==> src/rtl/sga_move_scheduler_if.sv <==
// Signal bundle between the move scheduler, the control unit and the game datapath.
interface sga_move_scheduler_if;
    // control unit / player inputs
    logic       restart;
    logic       enable;
    logic [3:0] buttons;
    // datapath status
    logic [3:0] size;
    logic       render_finish;
    logic       is_at_apple;
    logic       is_at_border;
    logic       is_at_body;
    // datapath strobes and status outputs
    logic       render_clr;
    logic       render_count;
    logic       step;
    logic       count_size;
    logic       register_apple;
    logic       full;
    logic       collision;
    logic [1:0] direction;
    logic [3:0] db_state;

    // Scheduler side
    modport master (
        input  restart, enable, buttons, size, render_finish,
               is_at_apple, is_at_border, is_at_body,
        output render_clr, render_count, step, count_size,
               register_apple, full, collision, direction, db_state
    );

    // Control unit / datapath side
    modport slave (
        output restart, enable, buttons, size, render_finish,
               is_at_apple, is_at_border, is_at_body,
        input  render_clr, render_count, step, count_size,
               register_apple, full, collision, direction, db_state
    );
endinterface

==> src/rtl/sga_move_scheduler.sv <==
// Snake move scheduler: waits one tick, latches the heading, runs the render
// sweep, commits one head step and judges the datapath comparators.
module sga_move_scheduler #(
    parameter int unsigned TICK_CYCLES = 25_000_000,
    parameter int unsigned TICK_W      = 25
) (
    input  logic                 clock,
    input  logic                 reset_n,
    sga_move_scheduler_if.master bus
);

    typedef enum logic [3:0] {
        S_IDLE    = 4'd0,
        S_WAIT    = 4'd1,
        S_LATCH   = 4'd2,
        S_CLR     = 4'd3,
        S_RENDER  = 4'd4,
        S_MOVE    = 4'd5,
        S_CHECK   = 4'd6,
        S_GROW    = 4'd7,
        S_COLLIDE = 4'd8
    } state_t;

    localparam logic [1:0] DIR_RIGHT = 2'b00;
    localparam logic [1:0] DIR_LEFT  = 2'b01;
    localparam logic [1:0] DIR_UP    = 2'b10;
    localparam logic [1:0] DIR_DOWN  = 2'b11;

    localparam logic [TICK_W-1:0] TICK_LAST = TICK_W'(TICK_CYCLES - 1);
    localparam logic [3:0]        SIZE_MAX  = 4'd15;

    state_t            state_q, state_d;
    logic [TICK_W-1:0] cnt_q, cnt_d;
    logic [1:0]        dir_q, dir_d;
    logic [1:0]        pend_q, pend_d;
    logic              pend_v_q, pend_v_d;
    logic [1:0]        btn_dir;

    logic render_clr_q;
    logic render_count_q;
    logic step_q;
    logic count_size_q;
    logic register_apple_q;
    logic full_q;
    logic collision_q;

    // Button priority encoder: up > down > left > right.
    always_comb begin
        btn_dir = DIR_RIGHT;
        if (bus.buttons[0]) begin
            btn_dir = DIR_UP;
        end else if (bus.buttons[1]) begin
            btn_dir = DIR_DOWN;
        end else if (bus.buttons[2]) begin
            btn_dir = DIR_LEFT;
        end
    end

    // Next-state, tick counter, heading and pending-request logic.
    always_comb begin
        state_d  = state_q;
        cnt_d    = cnt_q;
        dir_d    = dir_q;
        pend_d   = pend_q;
        pend_v_d = pend_v_q;

        case (state_q)
            S_IDLE: begin
                cnt_d = '0;
                if (bus.enable) begin
                    state_d = S_WAIT;
                end
            end
            S_WAIT: begin
                if (!bus.enable) begin
                    cnt_d   = '0;
                    state_d = S_IDLE;
                end else if (cnt_q == TICK_LAST) begin
                    cnt_d   = '0;
                    state_d = S_LATCH;
                end else begin
                    cnt_d = cnt_q + TICK_W'(1);
                end
            end
            S_LATCH: begin
                // A request pointing straight back into the body is dropped.
                if (pend_v_q && (pend_q != (dir_q ^ 2'b01))) begin
                    dir_d = pend_q;
                end
                pend_v_d = 1'b0;
                state_d  = S_CLR;
            end
            S_CLR: begin
                state_d = S_RENDER;
            end
            S_RENDER: begin
                if (bus.render_finish) begin
                    state_d = S_MOVE;
                end
            end
            S_MOVE: begin
                state_d = S_CHECK;
            end
            S_CHECK: begin
                if (bus.is_at_border || bus.is_at_body) begin
                    state_d = S_COLLIDE;
                end else if (bus.is_at_apple) begin
                    state_d = S_GROW;
                end else begin
                    state_d = S_WAIT;
                end
            end
            S_GROW: begin
                state_d = S_WAIT;
            end
            S_COLLIDE: begin
                if (!bus.enable) begin
                    state_d = S_IDLE;
                end
            end
            default: begin
                state_d = S_IDLE;
            end
        endcase

        // A press during LATCH is kept for the next move rather than lost.
        if ((state_q != S_IDLE) && (state_q != S_COLLIDE) && (bus.buttons != '0)) begin
            pend_d   = btn_dir;
            pend_v_d = 1'b1;
        end
    end

    // State registers; strobes are decoded from the next state so they are
    // registered and line up exactly with the cycle spent in each state.
    always_ff @(posedge clock or negedge reset_n) begin
        if (!reset_n) begin
            state_q          <= S_IDLE;
            cnt_q            <= '0;
            dir_q            <= DIR_RIGHT;
            pend_q           <= DIR_RIGHT;
            pend_v_q         <= 1'b0;
            render_clr_q     <= 1'b0;
            render_count_q   <= 1'b0;
            step_q           <= 1'b0;
            count_size_q     <= 1'b0;
            register_apple_q <= 1'b0;
            full_q           <= 1'b0;
            collision_q      <= 1'b0;
        end else if (bus.restart) begin
            state_q          <= S_IDLE;
            cnt_q            <= '0;
            dir_q            <= DIR_RIGHT;
            pend_q           <= DIR_RIGHT;
            pend_v_q         <= 1'b0;
            render_clr_q     <= 1'b0;
            render_count_q   <= 1'b0;
            step_q           <= 1'b0;
            count_size_q     <= 1'b0;
            register_apple_q <= 1'b0;
            full_q           <= 1'b0;
            collision_q      <= 1'b0;
        end else begin
            state_q          <= state_d;
            cnt_q            <= cnt_d;
            dir_q            <= dir_d;
            pend_q           <= pend_d;
            pend_v_q         <= pend_v_d;
            render_clr_q     <= (state_d == S_CLR);
            render_count_q   <= (state_d == S_RENDER);
            step_q           <= (state_d == S_MOVE);
            count_size_q     <= (state_d == S_GROW) && (bus.size != SIZE_MAX);
            register_apple_q <= (state_d == S_GROW);
            full_q           <= (state_d == S_GROW) && (bus.size == SIZE_MAX);
            collision_q      <= (state_d == S_COLLIDE);
        end
    end

    assign bus.render_clr     = render_clr_q;
    // The sweep must not advance in the cycle the datapath reports completion.
    assign bus.render_count   = render_count_q & ~bus.render_finish;
    assign bus.step           = step_q;
    assign bus.count_size     = count_size_q;
    assign bus.register_apple = register_apple_q;
    assign bus.full           = full_q;
    assign bus.collision      = collision_q;
    assign bus.direction      = dir_q;
    assign bus.db_state       = state_q;

endmodule

==> src/flat_wrapper.sv <==
// flat-port wrapper written by rule: the top's interface ports become plain ports
module sga_move_scheduler_flat 
#(
    parameter int unsigned TICK_CYCLES = 25_000_000,
    parameter int unsigned TICK_W      = 25
)
  (clock, reset_n, bus_restart, bus_enable, bus_buttons, bus_size, bus_render_finish, bus_is_at_apple, bus_is_at_border, bus_is_at_body, bus_render_clr, bus_render_count, bus_step, bus_count_size, bus_register_apple, bus_full, bus_collision, bus_direction, bus_db_state);
  sga_move_scheduler_if bus_i ();
  input  logic clock;
  input  logic reset_n;
  input wire logic [$bits(bus_i.restart)-1:0] bus_restart;
  input wire logic [$bits(bus_i.enable)-1:0] bus_enable;
  input wire logic [$bits(bus_i.buttons)-1:0] bus_buttons;
  input wire logic [$bits(bus_i.size)-1:0] bus_size;
  input wire logic [$bits(bus_i.render_finish)-1:0] bus_render_finish;
  input wire logic [$bits(bus_i.is_at_apple)-1:0] bus_is_at_apple;
  input wire logic [$bits(bus_i.is_at_border)-1:0] bus_is_at_border;
  input wire logic [$bits(bus_i.is_at_body)-1:0] bus_is_at_body;
  output wire logic [$bits(bus_i.render_clr)-1:0] bus_render_clr;
  output wire logic [$bits(bus_i.render_count)-1:0] bus_render_count;
  output wire logic [$bits(bus_i.step)-1:0] bus_step;
  output wire logic [$bits(bus_i.count_size)-1:0] bus_count_size;
  output wire logic [$bits(bus_i.register_apple)-1:0] bus_register_apple;
  output wire logic [$bits(bus_i.full)-1:0] bus_full;
  output wire logic [$bits(bus_i.collision)-1:0] bus_collision;
  output wire logic [$bits(bus_i.direction)-1:0] bus_direction;
  output wire logic [$bits(bus_i.db_state)-1:0] bus_db_state;
  assign bus_i.restart = bus_restart;
  assign bus_i.enable = bus_enable;
  assign bus_i.buttons = bus_buttons;
  assign bus_i.size = bus_size;
  assign bus_i.render_finish = bus_render_finish;
  assign bus_i.is_at_apple = bus_is_at_apple;
  assign bus_i.is_at_border = bus_is_at_border;
  assign bus_i.is_at_body = bus_is_at_body;
  assign bus_render_clr = bus_i.render_clr;
  assign bus_render_count = bus_i.render_count;
  assign bus_step = bus_i.step;
  assign bus_count_size = bus_i.count_size;
  assign bus_register_apple = bus_i.register_apple;
  assign bus_full = bus_i.full;
  assign bus_collision = bus_i.collision;
  assign bus_direction = bus_i.direction;
  assign bus_db_state = bus_i.db_state;
  sga_move_scheduler #(.TICK_CYCLES(TICK_CYCLES), .TICK_W(TICK_W)) u_core (.clock(clock), .reset_n(reset_n), .bus(bus_i));
endmodule
==> config.mk <==
export PLATFORM = sky130hd
export DESIGN_NAME = sga_move_scheduler_flat
export DESIGN_NICKNAME = d
export VERILOG_FILES = /design/src/rtl/sga_move_scheduler_if.sv /design/src/rtl/sga_move_scheduler.sv /design/src/flat_wrapper.sv
export SDC_FILE = /design/constraint.sdc
export NUM_CORES = 1
export LEC_CHECK = 0
export ABC_CLOCK_PERIOD_IN_PS = 2400
export BUFFER_PORTS_ARGS = -buffer_cell sky130_fd_sc_hd__buf_4
export CELL_PAD_IN_SITES_DETAIL_PLACEMENT = 2
export CELL_PAD_IN_SITES_GLOBAL_PLACEMENT = 2
export CORE_MARGIN = 2
export CORE_UTILIZATION = 35
export DETAILED_ROUTE_END_ITERATION = 8
export PLACE_DENSITY = 0.74
export SLEW_MARGIN = 20
export SYNTH_ARGS = -nofsm -noshare
export SYNTH_HDL_FRONTEND = slang
export SYNTH_SLANG_ARGS = --single-unit
==> constraint.sdc <==
create_clock -name clock -period 2.4 [get_ports clock]
set_input_delay 0.36 -clock clock [delete_from_list [all_inputs] [get_ports clock]]
set_output_delay 0.36 -clock clock [all_outputs]
set_load 0.005 [all_outputs]
==> results of run 1 <==
cell type report:
type                       count  area [um2]  share of cell area
tap                           77       96.34             0.03646
sequential                    41        1026              0.3883
inverter                       7       26.28            0.009943
multi-input combinational    186        1134              0.4290
timing repair buffer          37       277.8              0.1051
clock buffer                   6       72.57             0.02746
clock inverter                 2       10.01            0.003788
sequential cells by signal, indices dropped and copies added, names as in the netlist, 2 cells and up:
register              cells
u_core.bus.db_state       4
u_core.bus.direction      2
u_core.cnt_q             25
u_core.pend_q             2
power breakdown:
group          internal (uW)  switching, uW
Sequential               695           4.67
Clock                    202            240
Combinational           34.1           50.9
Total                    931            296
layout by cell type (no fill, tap or decap), drive strengths merged, types with 5 or more instances in the layout:
cell type / Yosys / routed
nand4: 10 / 10
buf: 3 / 37
clkbuf: 6 / 6
o21ai: 9 / 9
xor2: 6 / 6
nor2: 31 / 31
inv: 7 / 7
nor4: 5 / 5
dfrtp: 41 / 41
nand3: 16 / 16
nand2: 21 / 21
a21oi: 14 / 14
nor3: 9 / 9
a31oi: 9 / 9
metal layers:
metal | part of all wire | routed length (um) | vias to the layer above
met4 | 0.0086 | 55 | 0
met2 | 0.47 | 3027 | 27
met3 | 0.025 | 158 | 4
li1 | - | - | 962
met5 | 0 | 0 | -
met1 | 0.49 | 3145 | 998
stage by stage:
step	power, uW	cell area [um2]
5_1_grt	1282	2643
6_report	1227	2643
3_3_place_gp	798.9	2560
3_5_place_dp	801.0	2560
2_1_floorplan	749.8	2228
4_1_cts	1252	2643
worst paths after layout:
check | cells past startpoint | end | slack, ps
worst max-delay path | 6 | u_core.cnt_q[10]$_DFFE_PN0P_ | 180
worst min-delay path | 1 | u_core.cnt_q[21]$_DFFE_PN0P_ | 40
worst max register to register | 6 | u_core.cnt_q[10]$_DFFE_PN0P_ | 180
worst min register to register | 1 | u_core.cnt_q[15]$_DFFE_PN0P_ | 540
max in group asynchronous | 1 | u_core.bus.db_state[0]$_DFF_PN0_ | 1990
min in group clock | 2 | u_core.pend_q[1]$_DFFE_PN0P_ | 330
logic make-up after synthesis:
group,after synthesis,synth area share
AO/OA/AOI/OAI,54,0.1623
XOR/XNOR,10,0.03930
adder cells (fa/ha/maj),1,0.005614
buffers and inverters,16,0.03088
flip-flops,41,0.4604
multiplexers,3,0.01404
AND/OR/NAND/NOR,118,0.2875
==> run summary, run 1 <==
Post-Syn Instances: 243
Leak: 0.001177 uW
Core footprint: 0.006241 mm2
Clock Tree Buf Depth: 2
Met3 usage: 0.03066
CTS clk-pin slew, worst paths: 80 ps
Cts hold-fix bufs: 0
Post-synthesis net count: 260
DP Cell Count: 348
M2 GR Usage: 0.3113
FILL cells: 705
Yosys top cell by area: dfrtp_1
Fmax: 0.4513 GHz
Syn Std Cell Area: 0.002228 mm2
Synth area leaders: dfrtp_1, nor2_1, nand2_1
Yosys cell types: 53
Setup TNS: 0 ps
Initial DRT Pass Iterations: 4
CTS Root Cell: clkbuf_8
Unrepaired setup endpoints after global routing: no
First-pass GRT wire length: 10.92 mm
Final GP Congestion: 0.7621
Slew Viols, Final: 0
Fin Clk Skew: 10.89 ps
Finished Core Util: 0.4234
GRT Util Overall: 0.1945
Seq/Total Area, Yosys: 0.4604
Top cells by count, synth: dfrtp_1, nor2_1, nand2_1
DR WL/cell: 17.94 um
Fraction of layout cells with a size suffix above 1: 0.1900
Final count of hold timing violations: 0
Via count: 1991
Post-CTS sizing: 0
Status: completed
Post-synth ARST share: 1.000
# IOs: 29
HP Class: input pin to async pin
Iter 0 DRT Violations: 66
Die W: 83.79 um
CTS tree: yes
Worst-Skew Late Latency: 290 ps
Worst slew pin tran: 654.3 ps
Layout overhead on the synthesized area: 18.58%
Syn avg cell area: 9.170 um2
Yosys top cell area share: 0.4604
Final period util: 0.9232
Gr busiest metal: met2
Worst VDD drop: 0.2031 mV
Pwr dens: 464.4 mW/mm2
Count leader, synth: dfrtp_1
Setup violators final: 0
Crit Path Class: flip-flop to flip-flop
Start point of the critical path: u_core.cnt_q[0]$_DFFE_PN0P_
Die Height: 83.79 um
GRT Residual Overflow: 0
Initial antenna violation count: 0
Pin count of the biggest net entering global routing: 42
# clock sinks: 41
Post-layout worst setup margin: 184.4 ps
Crit. End Element: flip-flop
Number of flops mapped to enable cells by yosys: 0
Crit-path max FO: 8
Worst Path Arrival: 2400 ps
H-tree levels: 2
WP buf/inv: 0
Ant. Diodes: 0
Total clock buffers created by CTS: 5
Critical-path cell list: ha_1 -> nand3_2 -> or4_4 -> o211ai_2 -> o22ai_1 -> a21o_1
Startpoint Class: flip-flop
Top delay family on crit path: simple AND/OR/NAND/NOR gates
Vias in the first global route: 2099
Routed wire length: 6.386 mm
PortBufs: 28
Rows: 29
ANT nets after route: 0
Setup bufs post-CTS: 0
Max-cap violation count: 0
Via-per-instance ratio: 5.593
Dpl hpwl: 4.712 mm
Slowest CP cell: or4_4
Starting density of the core: 0.3571
Worst slack at placement: 202.1 ps
DRC Markers: 0
Required @ worst endpoint: 2590 ps
Yosys reg bits: 41
Final Hold Slack: 43.92 ps
Nets: 295
Post-layout min period: 2216 ps
Max-slew headroom: 0.5577
Full die area: 0.007021 mm2
CP max stage delay: 600 ps
Final non-filler cell total: 356
Synth Flop Type: dfrtp_1
Met1 Use GR: 0.2747
Synth Warn #: 0
RR Startpoint: u_core.cnt_q[0]$_DFFE_PN0P_
No activity file was read; power rests on OpenSTA's default activity.
==> run 2: changes to the inputs <==
- CORE_ASPECT_RATIO: default -> 0.7
- RECOVER_POWER: default -> 50
==> run 2 against run 1 <==
Against the previous run:
- first-iteration DRC count increased by 33%
- worst setup slack got worse by 9.7 ps
- cell area increased by 1.2%
- register-to-register slack about the same
- global-route usage increased by 2.5 points
- total power increased by 13%
- core utilization increased by 0.90 points
- critical path depth unchanged
- critical path type unchanged
- critical endpoint unchanged
- largest cell class unchanged
- highest routed layer unchanged
==> run summary, run 2 (synthesis gave the netlist of run 1 again) <==
Status: completed
Slowest CP cell: or4_4
Die Height: 70.76 um
Final GP Congestion: 0.7974
CP max stage delay: 610 ps
Die W: 99.37 um
Post-layout min period: 2225 ps
FILL cells: 686
Fraction of layout cells with a size suffix above 1: 0.1900
Final period util: 0.9272
Setup TNS: 0 ps
Core footprint: 0.006186 mm2
Startpoint Class: flip-flop
Via count: 2016
Multi-input logic area: 0.001134 mm2
PortBufs: 28
Max-cap violation count: 0
Leak: 0.001186 uW
H-tree levels: 2
Biggest register: u_core.cnt_q
Initial antenna violation count: 0
ANT nets after route: 0
Pin count of the biggest net entering global routing: 42
Via-per-instance ratio: 5.647
Setup violators final: 0
Dpl hpwl: 5.189 mm
Routed wire length: 7.027 mm
Initial DRT Pass Iterations: 4
Layout overhead on the synthesized area: 20.05%
Worst slew pin tran: 1061 ps
Post-CTS sizing: 0
Setup bufs post-CTS: 0
Nets: 295
Clock Tree Buf Depth: 2
Top delay family on crit path: simple AND/OR/NAND/NOR gates
Max-slew headroom: 0.2924
Final count of hold timing violations: 0
Fin Clk Skew: 11.80 ps
Required @ worst endpoint: 2590 ps
Total clock buffers created by CTS: 5
CTS tree: yes
HP Class: input pin to async pin
Slew Viols, Final: 0
Worst-Skew Late Latency: 310 ps
Vias in the first global route: 2210
Ant. Diodes: 0
Pwr dens: 516.9 mW/mm2
Critical-path cell list: ha_1 -> nand3_2 -> or4_4 -> o211ai_2 -> o22ai_1 -> a21o_1
Crit Path Class: flip-flop to flip-flop
Max reg flops: 25
Crit-path max FO: 8
CTS Root Cell: clkbuf_8
Iter 0 DRT Violations: 88
GRT Residual Overflow: 0
Worst slack at placement: 203.1 ps
DR WL/cell: 19.68 um
Fmax: 0.4494 GHz
Crit. End Element: flip-flop
Final Hold Slack: 227.9 ps
Cts hold-fix bufs: 0
Unrepaired setup endpoints after global routing: no
GRT Util Overall: 0.2196
Worst VDD drop: 0.2396 mV
Post-layout worst setup margin: 174.7 ps
WP buf/inv: 0
Worst Path Arrival: 2420 ps
Most frequent cells in the layout: dfrtp_1, nor2_1, buf_4
Rows: 24
# IOs: 29
CTS clk-pin slew, worst paths: 90 ps
DP Cell Count: 349
# clock sinks: 41
Most common cell after layout, fill and taps aside: dfrtp_1
First-pass GRT wire length: 11.94 mm
DRC Markers: 0
Starting density of the core: 0.3602
Full die area: 0.007031 mm2
Final non-filler cell total: 357
Register area: 0.001026 mm2
## run 2: cell types whose count changed in the layout (fill, tap and decap cells not counted), sizes merged
cell	before	now
clkbuf	6	14
buf	37	30
clkinv	2	0
bufinv	0	1
## run 2: layout make-up
class	count	share of cell area
multi-input combinational	186	0.4238
sequential	41	0.3835
timing repair buffer	37	0.1029
tap	78	0.03648
clock buffer	7	0.03227
clock inverter	1	0.01123
inverter	7	0.009822
## run 2: routing by layer
| metal | up-vias | part of all wire | GRT usage |
|---|---|---|---|
| li1 | 964 | - | - |
| met1 | 1022 | 0.53 | 0.3298 |
| met2 | 26 | 0.43 | 0.3273 |
| met3 | 4 | 0.028 | 0.04743 |
| met4 | 0 | 0.0078 | 0.04566 |
| met5 | - | 0 | 0 |
## run 2: stage by stage
stage / power [uW] / area (um2) / utilization
2_1_floorplan: 749.8 / 2228 / -
3_3_place_gp: 799.1 / 2561 / 0.4140
3_5_place_dp: 801.8 / 2561 / 0.4140
4_1_cts: 1401 / 2678 / 0.4328
5_1_grt: 1433 / 2675 / 0.4324
6_report: 1383 / 2675 / 0.4324
## run 2: worst paths after layout
kind | from | end | slack [ps] | depth (start not counted)
worst max-delay path | u_core.cnt_q[0]$_DFFE_PN0P_ | u_core.cnt_q[10]$_DFFE_PN0P_ | 170 | 6
worst min-delay path | reset_n | u_core.cnt_q[9]$_DFFE_PN0P_ | 230 | 1
worst max register to register | u_core.cnt_q[0]$_DFFE_PN0P_ | u_core.cnt_q[10]$_DFFE_PN0P_ | 170 | 6
worst min register to register | u_core.pend_q[0]$_DFFE_PN0P_ | u_core.bus.direction[0]$_DFFE_PN0P_ | 530 | 2
max in group asynchronous | reset_n | u_core.bus.render_clr$_DFF_PN0_ | 1500 | 1
min in group clock | bus_restart | u_core.bus.direction[1]$_DFFE_PN0P_ | 310 | 2
## run 2: power breakdown
part	switching, uW	total, uW	internal [uW]
Clock	257	597	340
Combinational	52.2	85.7	33.5
Sequential	4.62	700	695
==> run 3: changes to the inputs <==
- ABC_CLOCK_PERIOD_IN_PS: 2400 -> 2000
- CORE_UTILIZATION: 35 -> 32
- PLACE_DENSITY: 0.74 -> 0.71
- SLEW_MARGIN: 20 -> default
- clock period: 2.4 -> 2 ns (I/O delays scaled with it)
==> run 3 against run 2 <==
Against the previous run:
- the run now ends with setup timing left
- fmax rose by 6.6%
- non-clock buffer count rose by 29
- flip-flop and latch count did not move
- die area rose by 8.9%
- total power rose by 23%
- critical path depth did not move
- count of clock-buffer cells in the layout fell by 1
- clock skew fell by 5.5 ps
- sequential share of layout area fell by 4.9 points
- combinational power rose by 41%
- clock power rose by 23%
- critical endpoint is now u_core.cnt_q[24]$_DFFE_PN0P_
- largest power group unchanged
==> run summary, run 3 (synthesis gave the netlist of run 1 again) <==
Die W: 103.7 um
Post-layout min period: 2088 ps
Core footprint: 0.006756 mm2
Worst Path Arrival: 2260 ps
Post-DP Area: 0.002724 mm2
CTS tree: yes
Max reg flops: 25
Ant. Diodes: 0
Worst slack at placement: -128.7 ps
Worst slew pin tran: 1065 ps
Status: finished with violations
Full die area: 0.007658 mm2
Via-per-instance ratio: 5.495
Final period util: 1.044
Routed wire length: 8.476 mm
FILL cells: 752
Final Hold Slack: 263.8 ps
# clock sinks: 41
Via count: 2220
Pwr dens: 553.4 mW/mm2
Slew Viols, Final: 0
Post-layout worst setup margin: -88.24 ps
Max-slew headroom: 0.2902
GRT Residual Overflow: 0
H-tree levels: 2
GRT Util Overall: 0.2159
Fin Clk Skew: 6.276 ps
Pin count of the biggest net entering global routing: 42
Rows: 25
Layout overhead on the synthesized area: 37.45%
DRC Markers: 0
Clock Tree Buf Depth: 2
DP Cell Count: 384
First-pass GRT wire length: 12.61 mm
Leak: 0.001344 uW
Die Height: 73.82 um
Fraction of layout cells with a size suffix above 1: 0.3161
Final count of hold timing violations: 0
Final GP Congestion: 0.8073
WHS Path Cells: 2
Unrepaired setup endpoints after global routing: yes
Max-cap violation count: 0
PortBufs: 28
Iter 0 DRT Violations: 125
Dpl hpwl: 5.611 mm
ANT nets after route: 0
CTS Root Cell: clkbuf_8
Biggest register: u_core.cnt_q
Setup violators final: 14
Startpoint Class: flip-flop
Total clock buffers created by CTS: 5
Crit Path Class: flip-flop to flip-flop
Fmax: 0.4789 GHz
R2R depth: 6
# IOs: 29
Initial DRT Pass Iterations: 4
DR WL/cell: 20.98 um
HP Class: input pin to flip-flop
Final instance area: 0.003063 mm2
Final non-filler cell total: 404
Vias in the first global route: 2297
Nets: 326
Most common cell after layout, fill and taps aside: buf_4
Finished Core Util: 0.4533
Starting density of the core: 0.3298
Initial antenna violation count: 0
Crit. End Element: flip-flop
CTS clk-pin slew, worst paths: 90 ps
Failing checks: setup timing
Crit-path max FO: 5
Most frequent cells in the layout: buf_4, dfrtp_1, nor2_1
Required @ worst endpoint: 2170 ps
Worst-Skew Late Latency: 300 ps
Worst VDD drop: 0.2657 mV
-- run 3: changes by cell type in the layout (fill, tap and decap cells not counted), moves of 2 or more --
cell      delta
buf_6        +2
nor3_2       +2
clkbuf_4     -6
o21ai_0      -2
buf_4       +32
nor3_1       -2
o21ai_1      +2
a21oi_2      +3
o211a_2      +2
a21oi_1      -3
nand3_1      -2
-- run 3: layout make-up --
cell class	instances	area (um2)	area share
inverters	7	26.28	0.008578
multi-input cells	188	1270	0.4146
clock buffers	6	82.58	0.02696
clock inverters	2	37.54	0.01225
repair buffers	66	503.0	0.1642
well taps	94	117.6	0.03840
flip-flops and latches	41	1026	0.3350
-- run 3: what timing repair did --
action                     in CTS  in global routing
buffers inserted                0                  9
resized for setup               5                 18
hold endpoints to repair       15                  0
pin swaps                       3                 12
gates cloned                    0                  2
hold buffers                    1                  0
setup endpoints to repair      22                 29
-- run 3: final timing paths --
path                                         startpoint                                   to  slack [ps]
max                        u_core.cnt_q[12]$_DFFE_PN0P_         u_core.cnt_q[24]$_DFFE_PN0P_         -90
min                                         bus_restart  u_core.bus.direction[1]$_DFFE_PN0P_         260
max reg2reg                u_core.cnt_q[12]$_DFFE_PN0P_         u_core.cnt_q[24]$_DFFE_PN0P_         -90
min reg2reg                u_core.pend_q[0]$_DFFE_PN0P_  u_core.bus.direction[0]$_DFFE_PN0P_         530
max in group asynchronous                       reset_n            u_core.bus.step$_DFF_PN0_         610
min in group asynchronous                       reset_n          u_core.cnt_q[8]$_DFFE_PN0P_         720
-- run 3: where the power goes --
group	internal (uW)	switching (uW)	leakage, uW	total [uW]
clock network	407	327	0.0000574	733
logic	48.9	72.4	0.000717	121
registers	834	5.95	0.000569	840
-- run 3: critical path, stage by stage (launching register included) --
cell and delay (ps):
dfrtp_1 380, buf_4 140, nand4_1 250, nor4_4 420, nand3_2 170, o41ai_4 440
a21oi_1 140
-- run 3: per-layer routing --
metal | global-route usage | up-vias | routed length, um
li1 | - | 1032 | -
met1 | 0.3023 | 1143 | 4213
met2 | 0.3517 | 34 | 3955
met3 | 0.03549 | 11 | 216
met4 | 0.05706 | 0 | 91
met5 | 0 | - | 0
-- run 3: per-stage QoR --
stage | setup TNS, ps | total power [uW]
global route | -2619 | 1759
detailed placement | -353.4 | 965.8
floorplan | 0 | 899.7
finish | -536.7 | 1695
CTS | 0 | 1716
global placement | 0 | 962.7
